--- src/rtl/keypad_scanner_pkg.sv ---
// Shared definitions for the 3x4 keypad scanner: FSM state encoding, the
// codes for the two non-digit keys, the row/column to key-code map and a
// helper that turns a key code into the one-hot digit vector.
package keypad_scanner_pkg;

    typedef enum logic [1:0] {
        StScan     = 2'd0,
        StDebounce = 2'd1,
        StHeld     = 2'd2,
        StRelease  = 2'd3
    } state_e;

    localparam logic [3:0] KeyStar = 4'd10;
    localparam logic [3:0] KeyHash = 4'd11;

    // Nibble (row*3 + col) holds the code of the key at that crossing.
    localparam logic [47:0] KeyMapTable = {
        KeyHash, 4'd0, KeyStar,  // row 3
        4'd9,    4'd8, 4'd7,     // row 2
        4'd6,    4'd5, 4'd4,     // row 1
        4'd3,    4'd2, 4'd1      // row 0
    };

    function automatic logic [3:0] key_map(input logic [1:0] row, input logic [1:0] col);
        logic [7:0] base;
        base = {(6'(row) * 6'd3 + 6'(col)), 2'b00};
        return KeyMapTable[base +: 4];
    endfunction

    // '*' and '#' are not digits, so they light no keypad bit.
    function automatic logic [9:0] keypad_onehot(input logic [3:0] code);
        logic [9:0] vec;
        vec = '0;
        if (code < 4'd10) begin
            vec[code] = 1'b1;
        end
        return vec;
    endfunction

endpackage

--- src/rtl/keypad_tick_gen.sv ---
// Free-running scan tick generator.
// Ports:
//   clk    - system clock
//   resetn - asynchronous active-low reset
//   tick   - one-cycle pulse every SCAN_DIV cycles (when the count wraps)
module keypad_tick_gen #(
    parameter int unsigned SCAN_DIV = 1000
) (
    input  logic clk,
    input  logic resetn,
    output logic tick
);

    localparam logic [15:0] CountLast = 16'(SCAN_DIV - 1);

    logic [15:0] cnt_q, cnt_d;

    always_comb begin
        tick  = (cnt_q == CountLast);
        cnt_d = tick ? 16'd0 : cnt_q + 16'd1;
    end

    always_ff @(posedge clk or negedge resetn) begin
        if (!resetn) begin
            cnt_q <= 16'd0;
        end else begin
            cnt_q <= cnt_d;
        end
    end

endmodule

--- src/rtl/keypad_scanner.sv ---
// 3-column x 4-row matrix keypad scanner with debounce on press and release.
// Ports:
//   clk       - system clock
//   resetn    - asynchronous active-low reset
//   rows_n    - row sense lines, active-low, asynchronous to clk
//   cols_n    - column drive, active-low, exactly one column low
//   keypad    - one-hot digit vector of the accepted key (0 for '*' / '#')
//   key_code  - code of the accepted key (0-9, 10 = '*', 11 = '#')
//   key_valid - one-cycle pulse when a new press is accepted
//   key_held  - high from press acceptance until release is accepted
module keypad_scanner
    import keypad_scanner_pkg::*;
#(
    parameter int unsigned SCAN_DIV   = 1000,
    parameter int unsigned DEBOUNCE_N = 4
) (
    input  logic       clk,
    input  logic       resetn,
    input  logic [3:0] rows_n,
    output logic [2:0] cols_n,
    output logic [9:0] keypad,
    output logic [3:0] key_code,
    output logic       key_valid,
    output logic       key_held
);

    localparam logic [3:0] DebN = 4'(DEBOUNCE_N);

    logic       tick;
    logic [3:0] rows_meta_q, rows_s_q;
    state_e     state_q, state_d;
    logic [1:0] col_q, col_d;
    logic [1:0] row_q, row_d;
    logic [3:0] cnt_q, cnt_d;
    logic [9:0] keypad_q, keypad_d;
    logic [3:0] key_code_q, key_code_d;
    logic       key_valid_q, key_valid_d;
    logic       key_held_q, key_held_d;

    logic [2:0] n_low;
    logic [1:0] low_idx;
    logic [1:0] col_next;
    logic [3:0] cnt_inc;
    logic       row_low;
    logic       load_key;
    logic       drop_key;

    keypad_tick_gen #(
        .SCAN_DIV(SCAN_DIV)
    ) u_tick_gen (
        .clk   (clk),
        .resetn(resetn),
        .tick  (tick)
    );

    always_ff @(posedge clk or negedge resetn) begin
        if (!resetn) begin
            rows_meta_q <= 4'b1111;
            rows_s_q    <= 4'b1111;
        end else begin
            rows_meta_q <= rows_n;
            rows_s_q    <= rows_meta_q;
        end
    end

    always_comb begin
        n_low   = 3'd0;
        low_idx = 2'd0;
        for (int i = 0; i < 4; i++) begin
            if (!rows_s_q[i]) begin
                n_low   = n_low + 3'd1;
                low_idx = 2'(i);
            end
        end
    end

    always_comb begin
        state_d     = state_q;
        col_d       = col_q;
        row_d       = row_q;
        cnt_d       = cnt_q;
        keypad_d    = keypad_q;
        key_code_d  = key_code_q;
        key_valid_d = 1'b0;
        key_held_d  = key_held_q;
        load_key    = 1'b0;
        drop_key    = 1'b0;

        col_next = (col_q == 2'd2) ? 2'd0 : col_q + 2'd1;
        cnt_inc  = (cnt_q == 4'hF) ? cnt_q : cnt_q + 4'd1;
        row_low  = ~rows_s_q[row_q];

        if (tick) begin
            unique case (state_q)
                StScan: begin
                    if (n_low == 3'd1) begin
                        row_d = low_idx;
                        cnt_d = 4'd1;
                        if (DebN == 4'd1) begin
                            load_key = 1'b1;
                        end else begin
                            state_d = StDebounce;
                        end
                    end else begin
                        col_d = col_next;
                    end
                end
                StDebounce: begin
                    // Only the captured row may be low; anything else restarts the scan.
                    if (rows_s_q == ~(4'b0001 << row_q)) begin
                        cnt_d = cnt_inc;
                        if (cnt_inc >= DebN) begin
                            load_key = 1'b1;
                        end
                    end else begin
                        state_d = StScan;
                        col_d   = col_next;
                        cnt_d   = 4'd0;
                    end
                end
                StHeld: begin
                    if (!row_low) begin
                        cnt_d = 4'd1;
                        if (DebN == 4'd1) begin
                            drop_key = 1'b1;
                        end else begin
                            state_d = StRelease;
                        end
                    end
                end
                StRelease: begin
                    if (!row_low) begin
                        cnt_d = cnt_inc;
                        if (cnt_inc >= DebN) begin
                            drop_key = 1'b1;
                        end
                    end else begin
                        // Release bounced back: the key is still down, no new report.
                        state_d = StHeld;
                        cnt_d   = 4'd0;
                    end
                end
                default: begin
                    state_d = StScan;
                end
            endcase
        end

        if (load_key) begin
            state_d     = StHeld;
            key_code_d  = key_map(row_d, col_q);
            keypad_d    = keypad_onehot(key_map(row_d, col_q));
            key_valid_d = 1'b1;
            key_held_d  = 1'b1;
        end

        if (drop_key) begin
            state_d    = StScan;
            keypad_d   = '0;
            key_code_d = 4'd0;
            key_held_d = 1'b0;
            col_d      = col_next;
            cnt_d      = 4'd0;
        end
    end

    always_ff @(posedge clk or negedge resetn) begin
        if (!resetn) begin
            state_q     <= StScan;
            col_q       <= 2'd0;
            row_q       <= 2'd0;
            cnt_q       <= 4'd0;
            keypad_q    <= '0;
            key_code_q  <= 4'd0;
            key_valid_q <= 1'b0;
            key_held_q  <= 1'b0;
        end else begin
            state_q     <= state_d;
            col_q       <= col_d;
            row_q       <= row_d;
            cnt_q       <= cnt_d;
            keypad_q    <= keypad_d;
            key_code_q  <= key_code_d;
            key_valid_q <= key_valid_d;
            key_held_q  <= key_held_d;
        end
    end

    assign cols_n    = ~(3'b001 << col_q);
    assign keypad    = keypad_q;
    assign key_code  = key_code_q;
    assign key_valid = key_valid_q;
    assign key_held  = key_held_q;

endmodule

--- config.mk ---
export PLATFORM = sky130hd
export DESIGN_NAME = keypad_scanner
export DESIGN_NICKNAME = d
export VERILOG_FILES = /design/src/rtl/keypad_scanner_pkg.sv /design/src/rtl/keypad_tick_gen.sv /design/src/rtl/keypad_scanner.sv
export SDC_FILE = /design/constraint.sdc
export NUM_CORES = 1
export LEC_CHECK = 0
export BUFFER_PORTS_ARGS = -buffer_cell sky130_fd_sc_hd__buf_2
export CELL_PAD_IN_SITES_DETAIL_PLACEMENT = 0
export CELL_PAD_IN_SITES_GLOBAL_PLACEMENT = 1
export CORE_MARGIN = 4
export CORE_UTILIZATION = 42
export CTS_CLUSTER_SIZE = 40
export DETAILED_ROUTE_END_ITERATION = 8
export PLACE_DENSITY = 0.87
export REMOVE_ABC_BUFFERS = 1
export SLEW_MARGIN = 20
export SYNTH_ARGS = -nofsm -noshare
export SYNTH_HDL_FRONTEND = slang
export SYNTH_SLANG_ARGS = --single-unit
--- constraint.sdc ---
create_clock -name clk -period 4.87 [get_ports clk]
set_input_delay 0.2435 -clock clk [delete_from_list [all_inputs] [get_ports clk]]
set_output_delay 0.2435 -clock clk [all_outputs]
set_load 0.03 [all_outputs]
==> results.yml <==
die:
  chipWidth_um: 91.30
  die_height_um: 91.30
  die-area_mm2: 0.008335
  row_count: 30
  start_util_pct: 43.13
  core-area_mm2: 0.006756
  boundaryPins: 25
synthesis:
  async_flop_share_pct: 100.0
  synth_edf_count: 0
  synthSimpleGateAreaFrac_pct: 18.81
  synth_flop_cell: "dfrtp_1"
  synthAdderAreaFrac_pct: 6.097
  yosys_warnings: 0
  syn_area_mm2: 0.002914
  netlist_instances: 295
  synthMuxAreaShare_pct: 5.453
  synth-seq-cells: 50
  synth-compound-area-share_pct: 16.14
  synth_cell_types: 64
  synth_xor_area_share_pct: 4.809
  ys_seq_area_share_pct: 43.28
  avgSynthCellArea_um2: 9.878
  synth_top_family_by_area: "simple AND/OR/NAND/NOR gates"
finish:
  layout_common_cells: "dfrtp_1, nand2_1, buf_2, o21ai_0, nor2_1"
  final_common_cell: "dfrtp_1"
  nFillCells: 641
  fin_nets: 346
  areaGrowthSynthToFinish_pct: 16.57
  drive_above_1_share_pct: 27.13
  n_antenna_cell: 0
hold_path:
  whs_endpoint: "rows_meta_q[3]"
  hp-start: "rows_n[3]"
  whs_path_depth: 1
  worstHoldPathType: "in -> reg"
worst_setup_path:
  path_class: "reg -> reg"
  cp.required_ns: 5.11
  cp.arrival_ns: 4.99
  critPathMaxFanout: 5
  endpoint_kind: "flop"
  cp-start-kind: "flop"
  r2r_slack_ns: 0.12
  r2r-start: "rows_s_q[1]"
  reg2regPathDepth: 20
  r2r_end: "keypad[3]"
timing:
  min_period_ns: 4.750
  tightestPinTransition_ns: 0.6233
  hold_violations: 0
  slew_headroom_pct: 58.44
  fin_crit_sh_pct: 97.54
  finClkSkew_ns: 0.01119
  rsz0062_at_grt: "yes"
  setup_violations: 0
  fmax_mhz: 210.5
  tns_ns: 0
  final_max_slew_viol_count: 0
clock_tree:
  numCtsBuffers: 5
  cts_tree: "yes"
  clk_latency_ns: 0.32
  cts_buffer_depth: 2
  htreeDepth: 2
  path_clk_slew_ns: 0.10
  clock-root-buffer: "clkbuf_8"
  cts_sinks: 50
place:
  place.gp.congestion: 0.8616
  port_buffers: 24
  dp_hpwl_mm: 4.383
flow_run:
  drv_cap: 0
global_routing:
  antenna_found_initial: 0
  gr-total-overflow: 0
  track_usage_pct: 15.45
  grt_pass1_wl_mm: 10.62
  grt_pass1_vias: 2232
  grt_max_degree: 51
power:
  combPwrFrac_pct: 7.8
  clkPwrFrac_pct: 35.3
  p_switching_mw: 0.1903
  pwr-share-seq_pct: 56.9
  intPower_mw: 0.5547
  irDropWorstVdd_mv: 0.1359
  leakage_nw: 1.507
  fin_total_pwr_mw: 0.7450
  p_sw_share_pct: 25.55
  p_per_area_mw_per_mm2: 219.3
detailed_routing:
  totalWireLength_mm: 6.218
  wire_per_inst_um: 15.24
  drt-initial-drc-count: 123
  first_pass_iters: 4
  ant_nets: 0
  remaining_drc_errors: 0
  post_drt_via_cell_ratio: 5.493
  vias: 2241
status:
  status: "completed"
==> final cells by class <==
cell class                      count  area [um2]  share of cell area [%]
Multi-Input combinational cell    213        1629                   47.96
Sequential cell                    50        1261                   37.13
Timing Repair Buffer               38       237.7                   6.998
Tap cell                           80       100.1                   2.947
Inverter                           19       71.32                   2.099
Clock buffer                        5       68.82                   2.026
Clock inverter                      3       28.78                  0.8471
==> kinds of logic (layout without fill, tap and decap cells) <==
family          count (synthesis)  after routing
compound gates                 72             72
xor+xnor                       16             16
fa+ha+maj                      13             13
buf+inv                        32             65
flops                          50             50
mux                            13             13
simple gates                   99             99
==> cells in the mapped netlist (2+ instances only) <==
master     number  share of area (%)
a21bo_1         2               0.69
a21boi_0        4                1.0
a21oi_1         6                1.0
a311oi_1        3               0.90
a31oi_1         3               0.64
and3_1          3               0.64
and4_1          4                1.2
buf_6           3                1.2
clkbuf_1        7               0.90
dfrtp_1        42                 36
dfstp_2         8                7.2
fa_1            2                1.4
ha_1           11                4.7
inv_1          18                2.3
mux2_1          2               0.77
mux2i_1         8                2.7
mux4_2          2                1.5
nand2_1        24                3.1
nand2b_1        7                1.5
nand3_1        13                2.2
nand3b_1        4                1.0
nand4_1         2               0.43
nor2_1         19                2.4
nor2b_1         4               0.86
nor3_1          2               0.34
nor4_1          3               0.64
o2111ai_1       2               0.60
o211ai_1        2               0.52
o21a_1          2               0.52
o21ai_0        29                5.0
o21ai_1         5               0.86
o31ai_1         2               0.52
o32ai_1         2               0.60
xnor2_1        10                3.0
xor2_1          6                1.8
==> power by group through the flow <==
stage                     combinational (mW)  clock [mW]  sequential (mW)
after floorplan                       0.0299           0            0.433
after global placement                0.0526           0            0.432
after detailed placement              0.0531           0            0.432
after CTS                             0.0550       0.272            0.424
after global routing                  0.0647       0.291            0.425
final                                 0.0583       0.263            0.424
==> how the worst max path moves through the flow <==
stage / startpoint / to / slack (ns) / cells past startpoint
after floorplan: rows_s_q[1] / keypad[9] / -0.1 / 19
after global placement: rows_s_q[0] / keypad[3] / -0.009 / 20
after detailed placement: rows_s_q[0] / keypad[3] / -0.10 / 20
after CTS: rows_s_q[0] / keypad[3] / -0.03 / 20
after global routing: rows_s_q[0] / keypad[3] / -0.08 / 20
final: rows_s_q[1] / keypad[3] / 0.12 / 20
==> per-stage QoR <==
stage          utilization [%]  hold slack, ns  cells  setup slack [ns]  area, um2
2_1_floorplan                -        -0.05209    282          -0.09608       2828
3_3_place_gp             46.33          0.3472    397         -0.009313       3131
3_5_place_dp             46.33          0.3468    397           -0.1010       3131
4_1_cts                  48.07         0.01226    406          -0.03064       3248
5_1_grt                  50.28        0.003573    408          -0.08262       3397
6_report                 50.28         0.01866    408            0.1197       3397
==> timing repair <==
action                                 CTS  global route
resized for setup                        7            33
endpoints found under the hold margin    0            35
setup endpoints to repair               10            13
cloned                                   0             0
setup buffers                            1             1
hold buffers                             0             1
pin swaps                                0            14
==> sequential cells by signal, summed over array words and instances, names as in the netlist <==
| name | flops |
|---|---|
| key_valid | 1 |
| u_tick_gen.cnt_q | 16 |
| col_q | 2 |
| keypad | 10 |
| rows_s_q | 4 |
| key_code | 4 |
| cnt_q | 4 |
| key_held | 1 |
| state_q | 2 |
| rows_meta_q | 4 |
| row_q | 2 |
==> critical path, cell delays in order, from the launching register on <==
cell      delay [ns]
dfstp_2         0.56
inv_2           0.05
ha_4            0.26
xnor2_1         0.11
ha_1            0.28
or2_1           0.21
mux4_2          0.51
nor3_4          0.19
nand3_4         0.13
mux2i_4         0.22
fa_1            0.49
inv_1           0.07
ha_2            0.16
inv_2           0.04
fa_2            0.57
buf_6           0.13
nand2b_4        0.05
mux2_4          0.29
nor2_4          0.13
nand2_2         0.07
o21ai_2         0.13
==> routing by layer <==
layer / track usage (%) / share of wire, %
met2: 25.63 / 49
met1: 20.72 / 46
met5: 0 / 0
met3: 2.817 / 3.2
met4: 4.271 / 1.1
(Power assumes the default switching activity.)
